==> src/rtl/ped_request.sv <==
`default_nettype none
// ============================================================================
// Module   : ped_request
// Purpose  : Debounced pedestrian push-button to one-cycle pass request with
//            green-aware serving, hold-off cooldown and a grant counter.
// Revision : 1.0
// ============================================================================
module ped_request #(
    parameter int DEB_CYCLES = 4,
    parameter int HOLDOFF    = 20
) (
    input  logic       clk,
    input  logic       rst,
    input  logic       btn,
    input  logic       G,
    output logic       pass,
    output logic       wait_lamp,
    output logic [7:0] grant_cnt
);

    localparam logic [3:0] C_DEB     = 4'(DEB_CYCLES);
    localparam logic [7:0] C_HOLDOFF = 8'(HOLDOFF);

    typedef enum logic [1:0] {
        IDLE          = 2'd0,
        PENDING       = 2'd1,
        COOLDOWN      = 2'd2,
        COOLDOWN_PEND = 2'd3
    } state_t;

    state_t     state_q, state_d;
    logic       sync1_q, sync2_q;
    logic [3:0] deb_cnt_q, deb_cnt_d;
    logic [7:0] cd_q, cd_d;
    logic       pass_q, pass_d;
    logic       wait_q, wait_d;
    logic [7:0] grant_q, grant_d;

    logic       w_press;
    logic       w_pending;
    logic       w_pending_d;
    logic       w_cd_zero;

    always_ff @(posedge clk or posedge rst) begin
        if (rst) begin
            sync1_q   <= 1'b0;
            sync2_q   <= 1'b0;
            deb_cnt_q <= 4'd0;
            state_q   <= IDLE;
            cd_q      <= 8'd0;
            pass_q    <= 1'b0;
            wait_q    <= 1'b0;
            grant_q   <= 8'd0;
        end else begin
            sync1_q   <= btn;
            sync2_q   <= sync1_q;
            deb_cnt_q <= deb_cnt_d;
            state_q   <= state_d;
            cd_q      <= cd_d;
            pass_q    <= pass_d;
            wait_q    <= wait_d;
            grant_q   <= grant_d;
        end
    end

    // Press fires once per held run: deb_cnt saturates and only clears on release.
    always_comb begin
        deb_cnt_d = deb_cnt_q;
        if (!sync2_q) begin
            deb_cnt_d = 4'd0;
        end else if (deb_cnt_q < C_DEB) begin
            deb_cnt_d = deb_cnt_q + 4'd1;
        end
    end

    assign w_press   = sync2_q && (deb_cnt_q == (C_DEB - 4'd1));
    assign w_pending = (state_q == PENDING) || (state_q == COOLDOWN_PEND);
    assign w_cd_zero = (cd_q == 8'd0);

    always_comb begin
        w_pending_d = w_pending;
        cd_d        = w_cd_zero ? 8'd0 : (cd_q - 8'd1);
        pass_d      = 1'b0;
        grant_d     = grant_q;
        state_d     = state_q;

        // Issuing takes priority; a simultaneous press is absorbed into the pulse.
        if (w_pending && w_cd_zero && !G) begin
            pass_d      = 1'b1;
            w_pending_d = 1'b0;
            cd_d        = C_HOLDOFF;
            grant_d     = grant_q + 8'd1;
        end else if (w_pending && G) begin
            w_pending_d = 1'b0;
        end else if (w_press && !G) begin
            w_pending_d = 1'b1;
        end

        case ({w_pending_d, (cd_d != 8'd0)})
            2'b00:   state_d = IDLE;
            2'b10:   state_d = PENDING;
            2'b01:   state_d = COOLDOWN;
            default: state_d = COOLDOWN_PEND;
        endcase

        wait_d = w_pending_d;
    end

    assign pass      = pass_q;
    assign wait_lamp = wait_q;
    assign grant_cnt = grant_q;

endmodule
`default_nettype wire

==> config.mk <==
export PLATFORM = sky130hd
export DESIGN_NAME = ped_request
export DESIGN_NICKNAME = d
export VERILOG_FILES = /design/src/rtl/ped_request.sv
export SDC_FILE = /design/constraint.sdc
export NUM_CORES = 1
export LEC_CHECK = 0
export BUFFER_PORTS_ARGS = -buffer_cell sky130_fd_sc_hd__buf_2
export CAP_MARGIN = 30
export CORE_ASPECT_RATIO = 0.7
export CORE_MARGIN = 3
export CORE_UTILIZATION = 40
export DETAILED_ROUTE_END_ITERATION = 12
export SETUP_SLACK_MARGIN = 0.3
export SLEW_MARGIN = 25
export SYNTH_ARGS = -nofsm -noshare
export SYNTH_HDL_FRONTEND = slang
export SYNTH_SLANG_ARGS = --single-unit
==> constraint.sdc <==
create_clock -name clk -period 5.3 [get_ports clk]
set_input_delay 0.53 -clock clk [delete_from_list [all_inputs] [get_ports clk]]
set_output_delay 0.53 -clock clk [all_outputs]
set_load 0.005 [all_outputs]
[Word level (Yosys, flattened, before mapping)]
Index checks and enable logic that the tools add are counted.
Operators by class
  order comparisons: 1
  mux-type cells: 9
  reduce and logical (&&, ||, !) cells: 10
  equality and inequality tests: 6
  add/sub/neg operators: 3
Operator list (number)
  $mux 8: 2
  $add 8x1->8 const B: 1
  $logic_not 8->1: 1
  $mux 4: 2
  $reduce_bool 8->1: 1
  $sub 8x1->8 const B: 1
  $pmux 2 s3: 1
  $logic_and 1x1->1: 5
  $add 4x1->4 const B: 1
  $eq 2x1->1 const B: 2
  $eq 2x2->1 const B: 2
  $eq 4x2->1 const B: 1
  $lt 4x3->1 const B: 1
  $mux 1: 4
  $logic_not 2->1: 1
  $ne 2x1->1 const B: 1
  $logic_not 1->1: 1
  $logic_or 1x1->1: 1
Word-level totals
  output and inout bits: 10
  register bits: 26
  word-level logic and storage cells: 37

[Longest topological paths before layout]
  depth in word-level cells: 8
  depth in mapped cells: 6
  depth with buffers taken out: 6

[Least setup slack after synthesis]
No wires, ideal clock.
  path type: register to register
  from: register cd_q[3]
  to: register grant_q[1] (netlist: grant_cnt[1])
  cell stages (with the launch flop): 5
  period minus slack after synthesis: 1989 ps
  slack: 3311 ps
  data arrival time: 1865 ps
  data required time: 5175 ps
  path through: dfrtp_1 -> or4_1 -> buf_2 -> nor4_4 -> mux2_2
Between the ends
  word-level cells in the longest chain between the ends: 3
Ends and longest elaborated chain
  start: declaration: RTL line 34  | logic [7:0] cd_q, cd_d;
  start signal: assignment: RTL line 50  | cd_q <= 8'd0;
  start signal: assignment: RTL line 59  | cd_q <= cd_d;
  $logic_not 8->1: RTL line 78  | assign w_cd_zero = (cd_q == 8'd0);
  $logic_and 1x1->1 (2 in series): RTL line 88  | if (w_pending && w_cd_zero && !G) begin
  end signal: assignment: RTL line 62  | grant_q <= grant_d;
  end: declaration: RTL line 37  | logic [7:0] grant_q, grant_d;
No other way between the ends.
A chain may end at the register's enable or synchronous reset.

[Worst setup path in the final report]
Same ends and word-level chain as after synthesis.

==> run_results.csv <==
group,metric,value,unit
setup_path,reg2reg_depth,3,
global_routing,antenna_found_initial,0,
cts,numCtsBuffers,3,
power,peakVddDrop,0.240,mV
sta,period_share,0.409,
yosys,ys.flop_type,"dfrtp_1",
cts,cts_resized,0,
power,clkPwrFrac,0.242,
sta,drv_slew,0,
power,pwr-share-comb,0.236,
yosys,syn_area_per_cell,12.0,um2
sta,finalHoldViolations,0,
sta,worstMarginPinSlew,0.586,ns
cts,cts_tree,"done",
setup_path,cp_max_fo,10,
yosys,synthDistinctLibCells,26,
floorplanning,die_w,66.8,um
layout,area_delta_synth_final,16.5,%
setup_path,path_delay_family,"simple AND/OR/NAND/NOR gates",
cts,cts.path.max_buffers,2,
sta,max-slew-margin-rel,0.607,
route,route.detailed.drc,0,
global_routing,track_usage,0.124,
global_routing,grt_pass1_vias,690,
floorplanning,io_pins,14,
setup_path,crit_cells,3,
yosys,synth_area_leader_cell,"dfrtp_1",
route,final_antenna_net_count,0,
power,power.density,412,nW/um2
floorplanning,dieArea,3240,um2
setup_path,worstPathRequired,5.45,ns
setup_path,cp_data_arrival_time,2.32,ns
yosys,netlist_area,1030,um2
placement,place_congestion,0.755,
route,dr_total_vias,658,
route,wl_per_cell,12.7,um
floorplanning,die_h,48.5,um
sta,min_period,2.17,ns
yosys,synth-warning-count,0,
setup_path,endpoint_kind,"flip-flop",
sta,tns,0,ns
layout,drive_above_1_share,0.223,
yosys,netlist.area_leader.share,0.581,
yosys,syn-num-nets,94,
floorplanning,core,2290,um2
yosys,synthCells,86,
route,wl,1720,um
route,drtIter0Drc,36,
floorplanning,initial_core_util,0.450,
placement,hpwl,1310,um
power,p_switching,0.000152,W
yosys,yosysSeqAreaShare,0.581,
route,first_pass_iters,4,
layout,layout_commonest_cell,"dfrtp_1",
sta,rsz0062_at_grt,"false",
placement,port_buffers,13,
layout,n_antenna_cell,0,
setup_path,crit_type,"reg2reg",
cts,clock-sinks,24,
job,maxCapViolations,0,
cts,cts_root_buffer,"clkbuf_8",
hold_path,holdCritPathClass,"in2async",
setup_path,crit_chain,"or4_1, nor4_4, mux2_2",
yosys,ys_ff_latch,24,
layout,nets,112,
layout,final_cell_mix,"dfrtp_1 (24), buf_2 (13), xnor2_1 (9)",
run_status,outcome,"finished clean",
setup_path,slowest_delay,0.64,ns
power,intPower,0.000344,W
global_routing,grt_overflow_total,0,
layout,final_util,0.525,
sta,fin_worst_skew,0.00556,ns
sta,setup_viol,0,
power,total_leakage_power,0.585,nW
setup_path,cp_slowest_cell,"or4_1",
floorplanning,rows,14,
yosys,async_flop_share,1.00,
cts,cts_hold_buf,0,
route,vias_per_cell,4.87,
global_routing,grt_pass1_wl,3110,um
setup_path,startpoint_type,"flip-flop",
cts,cts_setup_buffers,0,
cts,cts.htree.levels,1,
yosys,synth_area_leaders,"dfrtp_1 (58%), xnor2_1 (7.6%), ha_1 (4.8%)",
cts,insertion_delay,0.26,ns
global_routing,grt_max_degree,25,
power,p_seq_frac,0.521,
cts,path_clk_slew,0.08,ns
setup_path,crit_buf_inv,0,
sta,fmax,461,MHz
yosys,synth_edf_count,0,
power,swShare,0.307,
## layout make-up
cell class / count / area [um2]
sequential: 24 / 601
multi-input combinational: 57 / 413
clock buffer: 4 / 55.1
inverter: 4 / 15.0
fill: 215 / 1090
tap: 32 / 40.0
timing repair buffer: 14 / 80.1
## cells in the mapped netlist (all sizes together) (3+ instances only)
cell type and count:
dfrtp 24, xnor2 9, nor2 6, ha 4
inv 4, nand2 4, nand2b 4, nand4 4
o21ai 4, nor3 3, xor2 3
## flip-flops by register name (all words and copies together) (netlist names)
register / cells
pass: 1
cd_q: 8
sync1_q: 1
wait_lamp: 1
sync2_q: 1
deb_cnt_q: 4
grant_cnt: 8
## stage by stage
step / instance area (um2) / setup slack, ns / hold WS (ns) / std cells / power, W
final: 1200 / 3.13 / 0.186 / 135 / 0.000496
after detailed placement: 1130 / 3.16 / 0.346 / 130 / 0.000380
after CTS: 1190 / 3.13 / 0.364 / 134 / 0.000501
after global routing: 1200 / 3.00 / 0.199 / 135 / 0.000536
after global placement: 1130 / 3.20 / 0.334 / 130 / 0.000372
after floorplan: 1030 / 3.31 / 0.331 / 86 / 0.000350
## kinds of logic after synthesis
group,synth area share
AO/OA/AOI/OAI,0.0400
XOR/XNOR,0.102
multiplexers,0.0218
adder cells (fa/ha/maj),0.0484
flip-flops,0.581
buffers and inverters,0.0194
AND/OR/NAND/NOR,0.188
## worst paths after layout
kind | slack [ns] | end | from
max reg2reg | 3.13 | grant_cnt[1] | cd_q[3]
min reg2reg | 0.36 | sync2_q | sync1_q
max in group asynchronous | 4.71 | deb_cnt_q[1] | rst
max | 3.13 | grant_cnt[1] | cd_q[3]
min | 0.19 | pass | rst
min in group clk | 0.36 | sync2_q | sync1_q
## worst reg2reg max path, delay by kind of cell, from the launching register on
kind / cells / cell delay (ns)
muxes: 1 / 0.40
and+or+nand+nor: 2 / 1.24
DFF: 1 / 0.42
## routing by layer
| metal | wire, um | GRT usage | up-vias | share of wire |
|---|---|---|---|---|
| li1 | - | - | 323 | - |
| met1 | 823 | 0.166 | 321 | 0.48 |
| met5 | 0 | 0 | - | 0 |
| met3 | 69 | 0.0417 | 0 | 0.040 |
| met4 | 0 | 0.0203 | 0 | 0 |
| met2 | 825 | 0.197 | 14 | 0.48 |
## power by group through the flow
stage | Sequential [W] | Clock, W | Combinational [W]
2_1_floorplan | 0.000252 | 0 | 0.0000980
3_3_place_gp | 0.000260 | 0 | 0.000112
3_5_place_dp | 0.000261 | 0 | 0.000118
4_1_cts | 0.000258 | 0.000125 | 0.000118
5_1_grt | 0.000264 | 0.000134 | 0.000138
6_report | 0.000259 | 0.000120 | 0.000117
No activity file was read; power rests on OpenSTA's default activity.
